===== src/rtl/char_pkg.sv =====
// rtl/char_pkg.sv - shared constants and issue FSM states for the character path
package char_pkg;

  localparam logic [7:0] CHAR_CLR_CODE = 8'hFF;

  // Screen geometry shared with the feeder
  localparam int SCREEN_COLS  = 20;
  localparam int SCREEN_ROWS  = 7;
  localparam int SCREEN_CELLS = SCREEN_COLS * SCREEN_ROWS;

  typedef enum logic [1:0] {
    IDLE  = 2'd0,
    ISSUE = 2'd1,
    GAP   = 2'd2
  } issue_state_t;

endpackage


===== src/rtl/char_fifo.sv =====
// rtl/char_fifo.sv - DEPTH x 8 synchronous FIFO with flush-and-load of a single byte
module char_fifo #(
  parameter int DEPTH = 8
) (
  input  logic                   clk,
  input  logic                   rst_n,
  input  logic                   push,
  input  logic [7:0]             push_data,
  input  logic                   pop,
  input  logic                   flush_load,
  input  logic [7:0]             flush_data,
  output logic [7:0]             head,
  output logic [$clog2(DEPTH):0] count,
  output logic                   empty,
  output logic                   full
);

  localparam int PW = $clog2(DEPTH);

  logic [7:0]    mem [DEPTH];
  logic [PW-1:0] rd_ptr;
  logic [PW-1:0] wr_ptr;

  assign head  = mem[rd_ptr];
  assign empty = (count == '0);
  assign full  = (count == (PW + 1)'(DEPTH));

  // Flush discards everything and leaves exactly the loaded byte at slot 0
  always_ff @(posedge clk or negedge rst_n) begin
    if (!rst_n) begin
      rd_ptr <= '0;
      wr_ptr <= '0;
      count  <= '0;
    end else if (flush_load) begin
      rd_ptr <= '0;
      wr_ptr <= PW'(1);
      count  <= (PW + 1)'(1);
    end else begin
      if (push) wr_ptr <= wr_ptr + 1'b1;
      if (pop)  rd_ptr <= rd_ptr + 1'b1;
      if (push && !pop)      count <= count + 1'b1;
      else if (pop && !push) count <= count - 1'b1;
    end
  end

  always_ff @(posedge clk) begin
    if (flush_load)  mem[0]      <= flush_data;
    else if (push)   mem[wr_ptr] <= push_data;
  end

endmodule


===== src/rtl/char_source_arbiter.sv =====
// rtl/char_source_arbiter.sv - round-robin merge of UART and PS/2 bytes into a paced feeder strobe
module char_source_arbiter
  import char_pkg::*;
#(
  parameter int         DEPTH    = 8,
  parameter int         PACE     = 2,
  parameter logic [7:0] CLR_CODE = CHAR_CLR_CODE
) (
  input  logic                   clk,
  input  logic                   rst_n,
  input  logic [7:0]             a_data,
  input  logic                   a_valid,
  output logic                   a_ready,
  input  logic [7:0]             b_data,
  input  logic                   b_valid,
  output logic                   b_ready,
  output logic [7:0]             out_data,
  output logic                   out_we,
  output logic                   busy,
  output logic [$clog2(DEPTH):0] fifo_count
);

  localparam int GW = (PACE > 2) ? $clog2(PACE - 1) : 1;

  issue_state_t  state_q, state_d;
  logic [GW-1:0] gap_q, gap_d;
  logic          last_b;
  logic          grant_a, grant_b;
  logic          acc_a, acc_b, acc_clr;
  logic [7:0]    acc_data;
  logic          slot_free, pop;
  logic [7:0]    head;
  logic          empty, full;

  // last_b resets high so that A wins the first contested cycle
  assign grant_a = a_valid & (~b_valid | last_b);
  assign grant_b = b_valid & (~a_valid | ~last_b);
  assign a_ready = grant_a & (~full | (a_data == CLR_CODE));
  assign b_ready = grant_b & (~full | (b_data == CLR_CODE));

  assign acc_a    = a_valid & a_ready;
  assign acc_b    = b_valid & b_ready;
  assign acc_data = acc_a ? a_data : b_data;
  assign acc_clr  = (acc_a | acc_b) & (acc_data == CLR_CODE);

  char_fifo #(.DEPTH(DEPTH)) u_fifo (
    .clk        (clk),
    .rst_n      (rst_n),
    .push       ((acc_a | acc_b) & ~acc_clr),
    .push_data  (acc_data),
    .pop        (pop),
    .flush_load (acc_clr),
    .flush_data (CLR_CODE),
    .head       (head),
    .count      (fifo_count),
    .empty      (empty),
    .full       (full)
  );

  always_ff @(posedge clk or negedge rst_n) begin
    if (!rst_n)              last_b <= 1'b1;
    else if (acc_a | acc_b)  last_b <= acc_b;
  end

  // A pop can happen on the very edge that ends the pacing window
  always_comb begin
    state_d   = state_q;
    gap_d     = gap_q;
    slot_free = 1'b0;
    case (state_q)
      IDLE:  slot_free = 1'b1;
      ISSUE: begin
        if (PACE == 1) begin
          slot_free = 1'b1;
        end else begin
          state_d = GAP;
          gap_d   = GW'(PACE - 2);
        end
      end
      GAP: begin
        if (gap_q == '0) slot_free = 1'b1;
        else             gap_d     = gap_q - 1'b1;
      end
      default: state_d = IDLE;
    endcase
    pop = slot_free & ~empty;
    if (slot_free) state_d = pop ? ISSUE : IDLE;
  end

  always_ff @(posedge clk or negedge rst_n) begin
    if (!rst_n) begin
      state_q  <= IDLE;
      gap_q    <= '0;
      out_we   <= 1'b0;
      out_data <= 8'h00;
    end else begin
      state_q <= state_d;
      gap_q   <= gap_d;
      out_we  <= pop;
      if (pop) out_data <= head;
    end
  end

  assign busy = ~empty | (state_q != IDLE);

endmodule


===== config.mk =====
export PLATFORM = sky130hd
export DESIGN_NAME = char_source_arbiter
export DESIGN_NICKNAME = d
export VERILOG_FILES = /design/src/rtl/char_pkg.sv /design/src/rtl/char_fifo.sv /design/src/rtl/char_source_arbiter.sv
export SDC_FILE = /design/constraint.sdc
export NUM_CORES = 1
export LEC_CHECK = 0
export CELL_PAD_IN_SITES_DETAIL_PLACEMENT = 0
export CELL_PAD_IN_SITES_GLOBAL_PLACEMENT = 2
export CORE_AREA = 2 2 90 92
export DETAILED_ROUTE_END_ITERATION = 6
export DIE_AREA = 0 0 92 94
export DONT_BUFFER_PORTS = 1
export MAX_ROUTING_LAYER = met4
export PLACE_DENSITY = 0.82
export SYNTH_ARGS = -nofsm -noshare
export SYNTH_HDL_FRONTEND = slang
export SYNTH_SLANG_ARGS = --single-unit

===== constraint.sdc =====
create_clock -name clk -period 6.9 [get_ports clk]
set_input_delay 0.345 -clock clk [delete_from_list [all_inputs] [get_ports clk]]
set_output_delay 0.345 -clock clk [all_outputs]
set_load 0.01 [all_outputs]

After elaboration in Yosys (flattened, before gate mapping)
Memory sizes are Yosys's and may differ from the RTL's. A register that Yosys moved wholly into a read port is not among the register bits.
Index checks and enable logic that the tools add are counted.

storage, ports and cells
  register bits after elaboration = 15
  latch bits = 0
  bits in writable memories = 64
  bits in read-only memories = 0
  input port bits = 20
  output and inout bits = 16
  logic and storage cells = 78
  memories kept = 1

operators by class
  add/subtract/negate cells = 5
  $mul = 0
  div/mod/pow operators = 0
  $lt $le $gt $ge = 0
  equal/unequal tests = 7
  shifts and indexed selects = 0
  mux-type cells = 23
  bitwise gates (word level) = 21
  reductions and logical operators = 14

memories
  name        depth  width  rd ports  clocked after Yosys merged registers in  wr ports  line             RTL
  u_fifo.mem  8      8      1         1                                        1         char_fifo.sv:20  logic [7:0] mem [DEPTH];

operator list
  operator                                                               count
  8-bit equality test, second input constant                             3
  8-bit two-way mux                                                      2
  3-bit two-way mux                                                      5
  4-bit two-way mux                                                      3
  1-bit bitwise AND                                                      9
  1-bit two-way mux                                                      9
  2-bit nonzero test                                                     4
  8-bit OR reduction                                                     1
  3-bit by 1-bit adder with 3-bit output, second input constant          2
  1-bit inverter                                                         6
  1-bit bitwise OR                                                       6
  4-bit by 1-bit adder with 4-bit output, second input constant          1
  4-bit equality test, second input constant                             1
  4-bit logical NOT                                                      1
  1-bit one-hot mux with 2 select lines                                  2
  2-bit one-hot mux with 2 select lines                                  1
  4-bit by 1-bit subtractor with 4-bit output, second input constant     1
  1-bit logical NOT                                                      3
  3-bit nonzero test                                                     1
  2-bit by 1-bit equality test with 1-bit output, second input constant  1
  2-bit equality test, second input constant                             1
  1-bit logical AND                                                      2
  2-bit logical NOT                                                      1
  2-bit two-way mux                                                      1
  3 further kinds                                                        3

Longest topological paths before layout
Gate-level depths: netlist of the first run.

  depth after elaboration = 15
  depth in mapped cells = 13
  gate-level depth less buffers = 11

Hierarchy
From an unflattened synthesis of the first run, not the netlist that was laid out.

unflattened totals
  cell total of the unflattened synthesis = 225
  area total of the unflattened synthesis = 3837.4 um^2

by module, submodules not included
  module               times used  cells each  area an instance (um^2)  sequential area each (um^2)
  char_fifo            1           172         3230.6                   2172.1
  char_source_arbiter  1           53          606.8                    276.5

Worst setup path before layout of the first run
No wires, ideal clock.

  path type = reg2reg
  start = register u_fifo.count[1]
  end = register u_fifo.count[3]
  setup time = 139 ps
  data arrival time = 3119 ps
  required time = 6761 ps
  setup slack = 3642 ps
  cell stages (with the launch flop) = 14
  buffers on the path = 2
  period minus slack after synthesis = 3258 ps
  cells stage by stage = dfrtp_1 > or4b_1 > a311oi_2 > a21o_1 > buf_6 > nor2_1 > clkbuf_1 > nand2_1 > ha_1 > a21o_1 > a21o_1 > nand3b_1 > nor3_1 > or4_1

between the ends
  longest elaborated chain between the ends = 13
  elaborated cells on any way between the ends = 27
  classes of those cells = add/sub: 2; eq/ne: 2; mux: 4; bitwise: 13; reduce/logical: 6

RTL lines
  item                                                            line                                                  RTL
  start, declared                                                 char_fifo.sv:13                                       output logic [$clog2(DEPTH):0] count,
  start signal, assigned                                          char_fifo.sv:37                                       count <= (PW + 1)'(1);
  start signal, assigned                                          char_fifo.sv:41                                       if (push && !pop) count <= count + 1'b1;
  start signal, assigned                                          char_fifo.sv:42                                       else if (pop && !push) count <= count - 1'b1;
  4-bit equality test                                             char_fifo.sv:26                                       assign full = (count == (PW + 1)'(DEPTH));
  1-bit inverter                                                  char_source_arbiter.sv:38, char_source_arbiter.sv:39
  1-bit bitwise OR                                                char_source_arbiter.sv:38                             assign a_ready = grant_a & (~full | (a_data == CLR_CODE));
  1-bit bitwise AND                                               char_source_arbiter.sv:38
  1-bit bitwise AND                                               char_source_arbiter.sv:41                             assign acc_a = a_valid & a_ready;
  8-bit two-way mux                                               char_source_arbiter.sv:43                             assign acc_data = acc_a ? a_data : b_data;
  8-bit equality test                                             char_source_arbiter.sv:44                             assign acc_clr = (acc_a | acc_b) & (acc_data == CLR_CODE);
  1-bit bitwise AND                                               char_source_arbiter.sv:44
  1-bit inverter                                                  char_source_arbiter.sv:49                             .push ((acc_a | acc_b) & ~acc_clr),
  1-bit bitwise AND                                               char_source_arbiter.sv:49
  1-bit logical AND / 1-bit logical NOT (equally long branches)   char_fifo.sv:41, char_fifo.sv:42
  4-bit two-way mux / 1-bit logical AND (equally long branches)   char_fifo.sv:41, char_fifo.sv:42
  4-bit two-way mux / 3-bit nonzero test (equally long branches)  n/a

Parallel ways exist; a longest one is shown, timed or not. The select of a mux whose other input is x is not followed.
A chain may end at the register's enable or synchronous reset.

Worst setup path after layout of the first run
Same ends and word-level chain as after synthesis.

==> results of run 1 <==
## logic make-up (layout without fill, tap and decap cells)
logic type	Yosys count	in the layout	synth area share
flip-flops	85	85	0.6625
XOR/XNOR	4	4	0.009480
buffers and inverters	15	21	0.01828
AO/OA/AOI/OAI	29	29	0.05857
adder cells (fa/ha/maj)	5	5	0.01896
AND/OR/NAND/NOR	68	68	0.09412
multiplexers	31	31	0.1381
## state kept, by name (all words and copies together), names as in the netlist
register,flops
u_fifo.rd_ptr,3
out_data,8
state_q,2
last_b,1
u_fifo.wr_ptr,3
u_fifo.count,4
u_fifo.mem,64
## stage by stage
stage | setup WS (ps) | hold WS, ps | instance area (µm²) | util | std cells
final | 3053 | 174.5 | 3985 | 0.5238 | 345
after global routing | 2647 | 175.4 | 3985 | 0.5238 | 345
after CTS | 2999 | 167.4 | 3985 | 0.5238 | 345
after detailed placement | 3011 | 50.00 | 3775 | 0.4962 | 328
after global placement | 3145 | 50.07 | 3775 | 0.4962 | 328
after floorplan | 3642 | 49.41 | 3696 | - | 237
## report_power, final
part	internal (mW)	switching (mW)	leakage (nW)	total (mW)
Combinational	0.270	0.317	0.511	0.586
Clock	0.170	0.183	0.0906	0.353
Sequential	0.723	0.142	0.820	0.865
Total	1.16	0.641	1.42	1.80
## worst register-to-register path: stages (launching register included)
cell and delay (ps):
dfrtp_1 510, nor4b_1 420, o21ai_0 210, a32oi_2 690
nor2_1 410, nand2_1 240, ha_1 250, a21o_1 170
a21o_1 200, nand3b_1 90, nor3_1 50, or4_1 480
## routing by layer
| metal | vias to the layer above | GRT usage | wire (µm) |
|---|---|---|---|
| met5 | - | - | 0 |
| met2 | 63 | 0.2739 | 3237 |
| met1 | 987 | 0.2559 | 3280 |
| li1 | 917 | - | - |
| met4 | 0 | 0.07463 | 113 |
| met3 | 13 | 0.03291 | 369 |
## cell usage in the layout (no fill, tap or decap), types with 4 or more instances in the layout
cell type and count:
nand4_1 4, dfrtp_1 20, nand2_1 30, nor2_1 8, mux2i_1 15, clkbuf_8 9, mux4_2 16, nor3_1 6
ha_1 4, edfxtp_1 64, o21ai_0 10
## area by class of cell
cell class	count	area [µm²]	area share
timing repair buffer	2	17.52	0.004396
inverter	3	11.26	0.002826
clock buffer	10	127.6	0.03203
multi-input combinational	137	1180	0.2961
tap	102	127.6	0.03203
clock inverter	6	72.57	0.01821
sequential	85	2449	0.6144
## worst max path at each step
stage                                      from                     endpoint  cells past startpoint
finish              u_fifo.count[1]$_DFFE_PN0P_  u_fifo.count[3]$_DFFE_PN0P_                     11
global route        u_fifo.count[1]$_DFFE_PN0P_  u_fifo.count[3]$_DFFE_PN0P_                     11
CTS                 u_fifo.count[1]$_DFFE_PN0P_  u_fifo.count[3]$_DFFE_PN0P_                     11
detailed placement  u_fifo.count[1]$_DFFE_PN0P_  u_fifo.count[3]$_DFFE_PN0P_                     11
global placement    u_fifo.count[1]$_DFFE_PN0P_  u_fifo.count[3]$_DFFE_PN0P_                     11
floorplan           u_fifo.count[1]$_DFFE_PN0P_  u_fifo.count[3]$_DFFE_PN0P_                     13
==> flow_metrics.py, run 1 <==
metrics = {
    "detailed_routing": {
        "firstDrtPassIters": 4,
        "num_vias": 1980,
        "drtAntennaViolNets": 0,
        "drt_iter0_drc": 191,
        "route.detailed.drc": 0,
        "wirelength_mm": 7.001,
        "wire_per_inst_um": 20.29,
        "via_per_inst": 5.739,
    },
    "clock_tree": {
        "post_cts_resize_count": 0,
        "clkLatencyLatePin_ps": 350,
        "clkSinkCount": 85,
        "root_buffer": "clkbuf_8",
        "cts_max_path_buffers": 2,
        "h-tree-depth": 3,
        "cts_tree": "built",
        "post-cts-setup-buffer-count": 0,
        "numCtsBuffers": 9,
        "ctsHoldBuffers": 1,
        "clk_pin_slew_ps": 90,
    },
    "grt": {
        "grt_pass1_wl_mm": 11.19,
        "grtUsageTotal": 0.1843,
        "grt_pass1_vias": 2047,
        "grt_max_degree": 24,
        "overflow": 0,
        "antenna_found_initial": 0,
    },
    "synth": {
        "syn-num-nets": 262,
        "syn_inst": 237,
        "synth_flop_cell": "edfxtp_1",
        "synth_area_leaders": "edfxtp_1 (52%), dfrtp_1 (14%), mux4_2 (9.7%)",
        "synth_edf_count": 64,
        "post-synth-top-count-cell": "edfxtp_1",
        "async_flop_share": 0.2471,
        "netlist_top_cells_count": "edfxtp_1 (64), nand2_1 (30), dfrtp_1 (20)",
        "synth_cell_types": 46,
        "yosysTopAreaCell": "edfxtp_1",
        "ys_warn_count": 0,
        "syn_area_per_cell_um2": 15.60,
        "synth_top_area_share": 0.5200,
        "yosysSeqAreaShare": 0.6625,
        "synth-seq-cells": 85,
        "syn_area_um2": 3696,
    },
    "layout": {
        "drive_gt1_frac": 0.1523,
        "area_delta_synth_final_pct": 7.820,
        "finish.net_count": 263,
        "fillers": 629,
        "num_antenna_cells": 0,
    },
    "floorplanning": {
        "die-area_um2": 8648,
        "fp.coreArea_um2": 7607,
        "std_cell_rows": 32,
        "io_pins": 36,
        "die_y_um": 94,
        "die_w_um": 92,
        "start_util": 0.4859,
    },
    "timing": {
        "hold_viol": 0,
        "fin_tns_setup_ps": 0,
        "fin_crit_ps": 3847,
        "drv_slew": 0,
        "rsz0062_at_grt": "no",
        "fin_worst_skew_ps": 8.315,
        "fin_crit_sh": 0.5575,
        "setup_viol": 0,
        "maxSlewHeadroom": 0.2896,
        "worst_pin_slew_ps": 1062,
        "clock.fmax_ghz": 0.2600,
    },
    "outcome": {
        "outcome": "finished, final reports clean",
    },
    "power": {
        "powerDensity_nw_per_um2": 452.7,
        "max-vdd-ir-drop_uv": 142.3,
        "total_power_mw": 1.804,
        "p_leak_nw": 1.421,
    },
    "setup_path": {
        "start_kind": "flip-flop",
        "r2r_slack_ps": 3050,
        "critPathMaxStageDelay_ps": 690,
        "rr_startpoint": "u_fifo.count[1]$_DFFE_PN0P_",
        "crit_chain": "nor4b_1, o21ai_0, a32oi_2, nor2_1, nand2_1, ha_1, a21o_1, a21o_1, nand3b_1, nor3_1, or4_1",
        "cp.buffers_inverters": 0,
        "cp_data_arrival_time_ps": 4070,
        "crit_slowest_cell": "a32oi_2",
        "path_max_fanout": 17,
        "reg2reg_depth": 11,
        "critPathCaptureType": "flip-flop",
        "critPathKind": "reg -> reg",
        "cp_common_cell": "a21o_1",
        "path_delay_family": "simple AND/OR/NAND/NOR gates",
        "cp.required_ps": 7130,
        "regToRegEndpoint": "u_fifo.count[3]$_DFFE_PN0P_",
    },
    "hold_path": {
        "holdPathStages": 2,
        "hold_start": "b_valid",
        "hp-class": "in -> reg",
        "hold_end": "last_b$_DFFE_PN1N_",
    },
    "placed_design": {
        "hpwl_mm": 4.700,
        "routabilityCongestion": 0.8124,
        "portBuffers": 0,
    },
    "run": {
        "drv_cap": 0,
    },
}
Note: power is estimated with default switching activity, not from simulation.
==> run 2: changes to the inputs <==
--- a/config.mk
+++ b/config.mk
@@ -7,12 +7,12 @@
 export LEC_CHECK = 0
 export CELL_PAD_IN_SITES_DETAIL_PLACEMENT = 0
 export CELL_PAD_IN_SITES_GLOBAL_PLACEMENT = 2
-export CORE_AREA = 2 2 90 92
+export CORE_AREA = 2 2 98 100
 export DETAILED_ROUTE_END_ITERATION = 6
-export DIE_AREA = 0 0 92 94
+export DIE_AREA = 0 0 100 102
 export DONT_BUFFER_PORTS = 1
 export MAX_ROUTING_LAYER = met4
-export PLACE_DENSITY = 0.82
+export PLACE_DENSITY = 0.74
 export SYNTH_ARGS = -nofsm -noshare
 export SYNTH_HDL_FRONTEND = slang
 export SYNTH_SLANG_ARGS = --single-unit
==> constraint.sdc (replaced) <==
create_clock -name clk -period 3.5 [get_ports clk]
set_input_delay 0.175 -clock clk [delete_from_list [all_inputs] [get_ports clk]]
set_output_delay 0.175 -clock clk [all_outputs]
set_load 0.01 [all_outputs]
==> run 2 against run 1 <==
  * Critical path depth unchanged
  * Register-to-register slack got worse by 2600 ps
  * Final area increased by 1.4%
  * Via count increased by 0.81%
  * Clock power increased by 80%
  * Sequential cell count unchanged
  * Power increased by 96%
  * Sequential share of layout area decreased by 0.86 points
  * First-iteration DRC count decreased by 39%
  * Highest routed layer unchanged
==> flow_metrics.py, run 2 (same netlist as run 1, synthesis figures left out) <==
metrics = {
    "placed_design": {
        "routabilityCongestion": 0.7540,
        "hpwl_mm": 4.760,
        "post-place-ws_ps": 428.0,
        "portBuffers": 0,
        "dpl-instance-area_um2": 3831,
    },
    "layout": {
        "final_common_cell": "edfxtp_1",
        "regMostFlops": "u_fifo.mem",
        "fillers": 828,
        "num_antenna_cells": 0,
        "area_delta_synth_final_pct": 9.343,
        "multi_input_area_um2": 1180,
        "largest_register_ffs": 64,
        "top_regs": "u_fifo.mem: 64 flops, out_data: 8 flops, u_fifo.count: 4 flops",
        "finish.net_count": 270,
        "mostFrequentLayoutCells": "edfxtp_1 (64), nand2_1 (30), dfrtp_1 (20)",
        "final_cell_area_um2": 4041,
        "seq_area_um2": 2449,
        "drive_gt1_frac": 0.1760,
    },
    "floorplanning": {
        "fp.coreArea_um2": 9109,
        "io_pins": 36,
        "die-area_um2": 10200,
        "start_util": 0.4058,
        "die_y_um": 102,
        "die_w_um": 100,
        "std_cell_rows": 35,
    },
    "setup_path": {
        "rr_startpoint": "u_fifo.count[1]$_DFFE_PN0P_",
        "critPathMaxStageDelay_ps": 580,
        "cp.required_ps": 3740,
        "cp.depth": 11,
        "path_delay_family": "simple AND/OR/NAND/NOR gates",
        "start_kind": "flip-flop",
        "crit_slowest_cell": "or4b_1",
        "cp_data_arrival_time_ps": 3330,
        "critPathCaptureType": "flip-flop",
        "path_max_fanout": 8,
        "critPathKind": "reg -> reg",
        "cp.buffers_inverters": 0,
        "reg2reg_depth": 11,
        "regToRegEndpoint": "u_fifo.count[3]$_DFFE_PN0P_",
        "cp_common_cell": "a21o_1",
        "crit_chain": "or4b_1, a311oi_2, a21o_1, nor2_1, nand2_1, ha_1, a21o_1, a21o_1, nand3b_1, nor3_1, or4_1",
        "r2r_slack_ps": 400,
    },
    "timing": {
        "fin_crit_ps": 3096,
        "fin_tns_setup_ps": 0,
        "fin_ws_ps": 403.9,
        "rsz0062_at_grt": "no",
        "fin_worst_skew_ps": 15.55,
        "hold_viol": 0,
        "clock.fmax_ghz": 0.3230,
        "setup_viol": 0,
        "worst_pin_slew_ps": 933.2,
        "fin_crit_sh": 0.8846,
        "maxSlewHeadroom": 0.3779,
        "drv_slew": 0,
    },
    "detailed_routing": {
        "via_per_inst": 5.529,
        "drtAntennaViolNets": 0,
        "wirelength_mm": 7.159,
        "drt_iter0_drc": 116,
        "wire_per_inst_um": 19.83,
        "firstDrtPassIters": 4,
        "num_vias": 1996,
        "route.detailed.drc": 0,
    },
    "hold_path": {
        "hold_end": "last_b$_DFFE_PN1N_",
        "holdPathStages": 2,
        "hold_start": "b_valid",
        "hp-class": "in -> reg",
    },
    "grt": {
        "grtUsageTotal": 0.1561,
        "grt_pass1_wl_mm": 11.07,
        "overflow": 0,
        "antenna_found_initial": 0,
        "grt_pass1_vias": 1971,
        "grt_max_degree": 23,
    },
    "power": {
        "powerDensity_nw_per_um2": 872.8,
        "p_leak_nw": 1.456,
        "max-vdd-ir-drop_uv": 351.0,
    },
    "clock_tree": {
        "numCtsBuffers": 9,
        "clk_pin_slew_ps": 90,
        "h-tree-depth": 3,
        "post-cts-setup-buffer-count": 0,
        "clkSinkCount": 85,
        "cts_max_path_buffers": 2,
        "cts_tree": "built",
        "root_buffer": "clkbuf_8",
        "post_cts_resize_count": 0,
        "clkLatencyLatePin_ps": 360,
    },
    "run": {
        "drv_cap": 0,
    },
    "outcome": {
        "outcome": "finished, final reports clean",
    },
}
==> run 2: cell count changes in the layout (fill, tap and decap cells not counted) <==
| cell | before | now |
|---|---|---|
| clkbuf_1 | 1 | 0 |
| clkinv_1 | 0 | 1 |
| bufinv_16 | 1 | 0 |
| inv_6 | 0 | 2 |
| buf_12 | 0 | 1 |
| clkinvlp_4 | 3 | 2 |
| buf_4 | 1 | 7 |
==> run 2: worst max path at each step <==
stage,start,end
finish,u_fifo.count[1]$_DFFE_PN0P_,u_fifo.count[3]$_DFFE_PN0P_
global placement,u_fifo.count[1]$_DFFE_PN0P_,u_fifo.count[3]$_DFFE_PN0P_
floorplan,u_fifo.count[1]$_DFFE_PN0P_,u_fifo.count[3]$_DFFE_PN0P_
CTS,u_fifo.count[1]$_DFFE_PN0P_,u_fifo.count[3]$_DFFE_PN0P_
detailed placement,u_fifo.count[1]$_DFFE_PN0P_,u_fifo.count[3]$_DFFE_PN0P_
global route,u_fifo.count[1]$_DFFE_PN0P_,u_fifo.count[3]$_DFFE_PN0P_
==> run 2: per-layer routing <==
layer | GRT usage | part of all wire | wire length, µm
met1 | 0.2145 | 0.48 | 3433
met2 | 0.2308 | 0.46 | 3325
met3 | 0.03215 | 0.044 | 313
met4 | 0.06006 | 0.012 | 87
met5 | - | 0 | 0
==> run 2: layout make-up <==
class,instances,share of cell area
multi-input cells,137,0.2919
flip-flops and latches,85,0.6059
clock inverters,7,0.01393
repair buffers,9,0.02043
clock buffers,9,0.03065
inverters,3,0.002786
well taps,111,0.03437
==> run 2: repair_timing <==
action                                  in CTS  in global routing
hold endpoints to repair                    21                  0
endpoints found under the setup margin       0                  0
hold buffers                                 2                  0
==> run 2: power breakdown <==
group	internal (mW)	total [mW]	switching (mW)
clock	0.266	0.634	0.368
combinational	0.565	1.16	0.590
sequential	1.42	1.74	0.314
total	2.25	3.53	1.27
==> run 2: metrics by stage <==
stage	total power, mW	hold WS [ps]	cells	utilization
global route	3.787	41.44	361	0.4437
finish	3.527	10.64	361	0.4437
detailed placement	2.937	-119.4	343	0.4206
CTS	3.577	4.680	361	0.4437
global placement	2.909	-119.5	343	0.4206
floorplan	2.595	-120.6	237	-
